## config.mk

```make
export PLATFORM = sky130hd
export DESIGN_NAME = sample_byte_serializer
export DESIGN_NICKNAME = d
export VERILOG_FILES = /design/src/rtl/fm_serial_pkg.sv /design/src/rtl/sample_quantize.sv /design/src/rtl/sample_byte_serializer.sv
export SDC_FILE = /design/constraint.sdc
export NUM_CORES = 1
export LEC_CHECK = 0
export CORE_MARGIN = 5
export CORE_UTILIZATION = 38
export DETAILED_ROUTE_END_ITERATION = 7
export HOLD_SLACK_MARGIN = 0.1
export PLACE_DENSITY_LB_ADDON = 0.1
export SETUP_SLACK_MARGIN = 0.15
export SLEW_MARGIN = 25
export SYNTH_ARGS = -nofsm -noshare
export SYNTH_HDL_FRONTEND = slang
export SYNTH_SLANG_ARGS = --single-unit
export TNS_END_PERCENT = 1
```

## constraint.sdc

```tcl
create_clock -name clock -period 1.2 [get_ports clock]
set_input_delay 0.24 -clock clock [delete_from_list [all_inputs] [get_ports clock]]
set_output_delay 0.24 -clock clock [all_outputs]
set_load 0.005 [all_outputs]
```

## src/rtl/fm_serial_pkg.sv

```systemverilog
// fm_serial_pkg
//   Shared types and helpers for the FM radio PCM output serializer.
//   - ser_state_t : serializer FSM states
//   - BYTE_W      : width of one output byte
//   - sat_trunc   : signed clamp to a two's-complement range of 'bits' bits,
//                   present only when SERIALIZER_SATURATE_EN is defined
//   Build option: SERIALIZER_SATURATE_EN (saturating quantisation).
package fm_serial_pkg;

  typedef enum logic {
    S_IDLE = 1'b0,
    S_SEND = 1'b1
  } ser_state_t;

  localparam int BYTE_W = 8;

`ifdef SERIALIZER_SATURATE_EN
  // Clamp value into [-2^(bits-1), 2^(bits-1)-1]; caller truncates to 'bits'.
  function automatic logic signed [63:0] sat_trunc(input logic signed [63:0] value,
                                                   input int bits);
    logic signed [63:0] max_v;
    logic signed [63:0] min_v;
    logic signed [63:0] res;
    max_v = (64'sd1 <<< (bits - 1)) - 64'sd1;
    min_v = -(64'sd1 <<< (bits - 1));
    if (value > max_v) begin
      res = max_v;
    end else if (value < min_v) begin
      res = min_v;
    end else begin
      res = value;
    end
    return res;
  endfunction
`endif

endpackage

```

## src/rtl/sample_quantize.sv

```systemverilog
// sample_quantize
//   Combinational scaler: arithmetic right shift by SHIFT, then reduction of the
//   signed result to OUT_BITS bits, either clamped (SERIALIZER_SATURATE_EN
//   defined) or wrapped by plain truncation (default).
//   Ports:
//     sample  in   IN_WIDTH  signed input sample
//     quant   out  OUT_BITS  quantised PCM word
module sample_quantize
  import fm_serial_pkg::*;
#(
  parameter int IN_WIDTH = 32,
  parameter int SHIFT    = 0,
  parameter int OUT_BITS = 16
) (
  input  logic signed [IN_WIDTH-1:0] sample,
  output logic        [OUT_BITS-1:0] quant
);

  logic signed [IN_WIDTH-1:0] shifted_s;

  // Sign-preserving scale followed by width reduction.
  always_comb begin
    shifted_s = sample >>> SHIFT;
`ifdef SERIALIZER_SATURATE_EN
    quant = OUT_BITS'(sat_trunc(64'(shifted_s), OUT_BITS));
`else
    quant = OUT_BITS'(shifted_s);
`endif
  end

endmodule

```

## src/rtl/sample_byte_serializer.sv

```systemverilog
// sample_byte_serializer
//   Output end of the FM radio pipeline. Pops signed samples from an upstream
//   FWFT FIFO, quantises them to OUT_BYTES*8-bit PCM and pushes them LSB first
//   into a downstream byte FIFO. Back-to-back samples stream with no gap.
//   Build option: SERIALIZER_SATURATE_EN selects clamping instead of wrap.
//   Ports:
//     clock      in   1         rising-edge clock
//     reset      in   1         synchronous, active-high
//     in_rd_en   out  1         pop upstream FIFO
//     in_empty   in   1         upstream FIFO empty
//     in_dout    in   IN_WIDTH  upstream head sample (valid while !in_empty)
//     out_wr_en  out  1         push downstream byte FIFO
//     out_full   in   1         downstream FIFO full
//     out_din    out  8         byte being pushed
//     busy       out  1         a sample is held and not yet fully sent
module sample_byte_serializer
  import fm_serial_pkg::*;
#(
  parameter int IN_WIDTH  = 32,
  parameter int SHIFT     = 0,
  parameter int OUT_BYTES = 2
) (
  input  logic                clock,
  input  logic                reset,
  output logic                in_rd_en,
  input  logic                in_empty,
  input  logic [IN_WIDTH-1:0] in_dout,
  output logic                out_wr_en,
  input  logic                out_full,
  output logic [7:0]          out_din,
  output logic                busy
);

  localparam int         OUT_BITS = BYTE_W * OUT_BYTES;
  localparam logic [1:0] LAST_CNT = 2'(OUT_BYTES - 1);

  ser_state_t          state_r;
  ser_state_t          state_nxt_s;
  logic [1:0]          byte_cnt_r;
  logic [1:0]          byte_cnt_nxt_s;
  logic [OUT_BITS-1:0] sreg_r;
  logic [OUT_BITS-1:0] sreg_nxt_s;
  logic [OUT_BITS-1:0] quant_s;
  // Set by reset; keeps the FIFO un-popped for the first cycle after reset.
  logic                hold_r;
  logic                pop_s;
  logic                push_s;
  logic                busy_s;

  sample_quantize #(
    .IN_WIDTH (IN_WIDTH),
    .SHIFT    (SHIFT),
    .OUT_BITS (OUT_BITS)
  ) u_quant (
    .sample (in_dout),
    .quant  (quant_s)
  );

  // Next-state, pop/push decode and shift-register update.
  always_comb begin
    state_nxt_s    = state_r;
    byte_cnt_nxt_s = byte_cnt_r;
    sreg_nxt_s     = sreg_r;
    pop_s          = 1'b0;
    push_s         = 1'b0;
    busy_s         = 1'b0;
    if (reset) begin
      state_nxt_s = S_IDLE;
    end else begin
      case (state_r)
        S_IDLE: begin
          if (!in_empty && !hold_r) begin
            pop_s          = 1'b1;
            sreg_nxt_s     = quant_s;
            byte_cnt_nxt_s = 2'd0;
            state_nxt_s    = S_SEND;
          end else begin
            state_nxt_s = S_IDLE;
          end
        end
        S_SEND: begin
          busy_s = 1'b1;
          if (!out_full) begin
            push_s = 1'b1;
            if (byte_cnt_r == LAST_CNT) begin
              // Last byte leaves this cycle: chain straight into the next
              // sample if one is waiting, so the byte stream has no bubble.
              byte_cnt_nxt_s = 2'd0;
              if (!in_empty) begin
                pop_s      = 1'b1;
                sreg_nxt_s = quant_s;
              end else begin
                sreg_nxt_s  = sreg_r >> BYTE_W;
                state_nxt_s = S_IDLE;
              end
            end else begin
              sreg_nxt_s     = sreg_r >> BYTE_W;
              byte_cnt_nxt_s = byte_cnt_r + 2'd1;
            end
          end else begin
            // Downstream full: hold the current byte in place.
            push_s = 1'b0;
          end
        end
        default: begin
          state_nxt_s = S_IDLE;
        end
      endcase
    end
  end

  // Output drive; everything is forced quiet while reset is asserted.
  always_comb begin
    in_rd_en  = pop_s;
    out_wr_en = push_s;
    busy      = busy_s;
    if (reset) begin
      out_din = 8'd0;
    end else begin
      out_din = sreg_r[7:0];
    end
  end

  // State, byte counter, shift register and post-reset pop hold.
  always_ff @(posedge clock) begin
    if (reset) begin
      state_r    <= S_IDLE;
      byte_cnt_r <= 2'd0;
      sreg_r     <= '0;
      hold_r     <= 1'b1;
    end else begin
      state_r    <= state_nxt_s;
      byte_cnt_r <= byte_cnt_nxt_s;
      sreg_r     <= sreg_nxt_s;
      hold_r     <= 1'b0;
    end
  end

endmodule

```

# Yosys cells after proc, flatten, opt, wreduce, memory -nomap -nowiden
# Index checks and enable logic that the tools add are counted.
op_classes:
  multipliers: 0
  n_bitwise: 1
  n_mux: 25
  addsub: 1
  shift: 0
  order_cmp: 0
  div_mod_pow: 0
  n_eq_ne: 3
  reduce_logical: 4
ops:
  columns: ["cell", "count"]
  rows:
  - ["2-to-1 mux 16 bit", 4]
  - ["case mux 16 bit (2 select lines)", 1]
  - ["2-to-1 mux 1 bit", 13]
  - ["2-to-1 mux 8 bit", 1]
  - ["2-to-1 mux 2 bit", 3]
  - ["!= test 2 bit (second input constant)", 2]
  - ["case mux 1 bit (2 select lines)", 2]
  - ["case mux 2 bit (2 select lines)", 1]
  - ["adder 2 x 1 -> 2 bit (second input constant)", 1]
  - ["== test 2 x 1 -> 1 bit (second input constant)", 1]
  - ["logical NOT 1 bit", 2]
  - ["AND reduction 2 bit", 1]
  - ["logical AND 1 bit", 1]
  - ["NOT 1 bit", 1]
word_totals:
  out_inout_bits: 11
  mem_count: 0
  regBits: 20
  elab_cells: 38
  input_bits: 36
  mem_bits_rw: 0
  latchBits: 0
  rom_bits: 0

# Depth between registers and ports, before layout
logic_depth:
  ltp_word: 5
  ltp_mapped: 5
  ltp_nobuf: 3

# Cells and area by module
# A second synthesis with hierarchy kept.
hier_totals:
  cells_unflattened: 132
  hier_area_um2: 1161.1
modules_own_cells:
  columns: ["module", "seq_area_each_um2", "cells_per_inst", "area_each_um2", "n_inst"]
  rows:
  - ["sample_byte_serializer", 400.4, 116, 1041.0, 1]
  - ["sample_quantize", 0.0, 16, 120.1, 1]

# Worst setup path after synthesis
# No wires, ideal clock.
synth_timing:
  path_kind: "reg2out"
  startpoint: "reg state_r"
  endpoint: "out in_rd_en"
  arrival_time_ns: 1.098
  stages_incl_launch_ff: 6
  setup_slack_ns: -0.138
  t_required_ns: 0.960
  cell_sequence: "dfxtp_1 buf_6 inv_2 buf_6 nor2_1 a2111oi_1"
synth_between:
  elab_chain_len: 3
synth_lines:
  columns: ["item", "line", "text"]
  rows:
  - ["from (decl)", "sample_byte_serializer.sv:37", "ser_state_t state_r;"]
  - ["from (signal assigned)", "sample_byte_serializer.sv:132", "state_r <= state_nxt_s;"]
  - ["NOT 1 bit", null, null]
  - ["case mux 1 bit (2 select lines) *", "sample_byte_serializer.sv:70", "case (state_r)"]
  - ["2-to-1 mux 1 bit *", "sample_byte_serializer.sv:67", "if (reset) begin"]
  - ["to (decl)", "sample_byte_serializer.sv:25", "output logic in_rd_en,"]
# Mark *: on every way between the ends. The rest lies on a longest branch, timed or not.

# Final worst setup path
layout_timing:
  startpoint: "reg byte_cnt_r[1]"
  endpoint: "out in_rd_en"
layout_between:
  elab_chain_len: 5
layout_lines:
  columns: ["item", "line", "text"]
  rows:
  - ["from (decl)", "sample_byte_serializer.sv:39", "logic [1:0] byte_cnt_r;"]
  - ["from (signal assigned)", "sample_byte_serializer.sv:133", "byte_cnt_r <= byte_cnt_nxt_s;"]
  - ["== test 2 x 1 -> 1 bit", "sample_byte_serializer.sv:85", "if (byte_cnt_r == LAST_CNT) begin"]
  - ["2-to-1 mux 1 bit", "sample_byte_serializer.sv:85", null]
  - ["2-to-1 mux 1 bit", "sample_byte_serializer.sv:83", "if (!out_full) begin"]
  - ["case mux 1 bit (2 select lines)", "sample_byte_serializer.sv:70", null]
  - ["2-to-1 mux 1 bit", "sample_byte_serializer.sv:67", null]
# Every way passes these cells.

==> impl_metrics.tcl <==
set metrics [dict create \
    critical_path_required_ns 0.96 \
    root_buffer "clkbuf_4" \
    cts_buffers 3 \
    setup_tns_ns -3.36 \
    yosysMostFrequentCell "dfxtp_1" \
    utilization_pct 59.9 \
    fp.dieH_um 64.5 \
    dpl_cell_area_um2 1560 \
    power_density_nw_per_um2 940 \
    period_needed_ns 1.50 \
    use_met3_pct 4.84 \
    antenna_found_initial 0 \
    timing.rr.start "state_r" \
    first_pass_iters 4 \
    ys_seq_area_share_pct 35.4 \
    grt_pass1_wl_um 4940 \
    worstMarginPinSlew_ns 0.260 \
    leakage_nw 0.607 \
    synth_area_leaders "dfxtp_1 35%, a311oi_2 11%, nand3_1 7.5%" \
    cts_tree "yes" \
    vias_per_cell 5.49 \
    violations "setup timing" \
    antennaDiodeCount 0 \
    synth-edff-count 0 \
    gp_congestion 0.740 \
    path_class "register to primary output" \
    stdcell_area_um2 1680 \
    area_growth_pct 48.8 \
    clk_pin_slew_ns 0.12 \
    netlist_instances 118 \
    drv_cap 0 \
    yosys.area.top_type "dfxtp_1" \
    initialDrtViolationCount 28 \
    worst_slack_ns -0.302 \
    cp_max_fo 2 \
    fmax_mhz 666 \
    area.sequential_um2 414 \
    ys_ff_latch 20 \
    gr-usage-met1_pct 18.2 \
    worst_r2r_path_depth 6 \
    ys_top_cells_by_count "20 x dfxtp_1, 17 x nand3_1, 11 x a21oi_1" \
    ys_warn_count 0 \
    vias 1060 \
    clk_latency_ns 0.30 \
    start_util_pct 40.3 \
    io_pins 47 \
    globalRoute.totalOverflow 0 \
    busiest_layer "met2" \
    wl_um 3020 \
    grt_setup_unrepaired "true" \
    multiInputGateArea_um2 726 \
    clockBufferDepth 2 \
    drc 0 \
    synth_ff_type "dfxtp_1" \
    startpoint "byte_cnt_r[1]" \
    hold_viol_final 0 \
    cp-start-kind "register" \
    grt_util_all_layers_pct 14.8 \
    hpwlAfterDp_um 2160 \
    syn-cell-area_um2 1130 \
    antenna_left 0 \
    worst_clock_skew_ns 0.00728 \
    irDropWorstVdd_mv 0.574 \
    yosysTopAreaCellShare_pct 35.4 \
    final_max_slew_viol_count 0 \
    layout-drive-gt1-share_pct 49.4 \
    hold_class "primary input to register" \
    syn_area_per_cell_um2 9.57 \
    floorplan.rows 19 \
    use_met2_pct 24.6 \
    die_w_um 64.5 \
    finish.net_count 199 \
    finalCritPeriodShare_pct 125 \
    cts.sinks 20 \
    ys_types 28 \
    port_buffers 30 \
    grt_pass1_vias 1067 \
    min_from "reset" \
    cp-end-kind "primary output" \
    syn-num-nets 154 \
    ys_async_sr_fraction_pct 0 \
    max_slew_margin_pct 82.7 \
    worstHoldPathCells 3 \
    htreeDepth 1 \
    grt_max_degree 18 \
    cp.arrival_ns 1.26 \
    ctsHoldBuffers 0 \
    outcome "finished with violations" \
    core_um2 2810 \
    avgRoutedWirePerCell_um 15.6 \
    setup_viol 21 \
    die_area_um2 4160 \
    fin_hold_ws_ns 0.448 \
    final.fill_count 252 \
]
final timing paths:
kind         slack (ns)         end
min reg2reg        0.48  sreg_r[14]
max reg2reg       -0.19   sreg_r[5]
max               -0.30    in_rd_en
min                0.45   sreg_r[2]
kinds of logic after synthesis:
kind of cell           count (synthesis)  synth area share [%]
flip-flops                            20                  35.4
AND/OR/NAND/NOR                       47                  26.2
AO/OA/AOI/OAI                         37                  28.8
buffers and inverters                 14                  9.52
cells in the final DEF (no fill, tap or decap), types with 3 or more instances in the layout:
cell,Yosys,final
buf_2,2,10
buf_6,6,4
o21ai_0,6,6
nor2b_4,0,4
buf_4,2,16
dfxtp_2,0,11
nand3_1,17,17
dfxtp_1,20,9
a311oi_2,8,8
nor3_1,8,7
o221ai_2,2,6
nor2b_1,8,4
clkbuf_4,0,3
dlygate4sd2_1,0,3
clkdlybuf4s50_1,0,16
a21oi_1,11,11
power breakdown:
part / internal [mW] / switching [mW]
sequential: 0.716 / 0.0260
combinational: 0.236 / 0.201
clock: 0.185 / 0.217
state kept, by name (all words and copies together) (netlist names):
name / flops
state_r: 1
byte_cnt_r: 2
hold_r: 1
sreg_r: 16
repair_timing:
action / in CTS / in global routing
endpoints found under the setup margin: 30 / 30
resized for setup: 61 / 16
pin swaps: 6 / 1
setup buffers: 3 / 0
stage by stage:
stage / power, mW / setup slack, ns / cells
after CTS: 1.57 / -0.319 / 193
after global routing: 1.66 / -0.408 / 193
final: 1.58 / -0.302 / 193
after global placement: 1.15 / -0.843 / 186
after detailed placement: 1.16 / -0.880 / 186
after floorplan: 0.984 / 0.0131 / 118
area by class of cell:
| cell class | count | area share (%) |
|---|---|---|
| multi-input cells | 84 | 43.2 |
| repair buffers | 53 | 27.5 |
| flip-flops and latches | 20 | 24.6 |
| well taps | 31 | 2.31 |
| clock buffers | 4 | 2.16 |
| inverters | 1 | 0.223 |
worst max-delay path, cell delays in order, from the launching register on:
cell,delay (ns)
dfxtp_2,0.36
nor3b_4,0.23
nor2_4,0.05
a2111oi_4,0.17
buf_2,0.16
metal layers:
metal,share of wire (%),wire length [um],vias to the layer above
met5,0,0,-
met4,1.2,35,0
met3,5.4,163,4
met2,48,1440,29
met1,46,1380,493
li1,-,-,534
No activity file was read; power rests on OpenSTA's default activity.
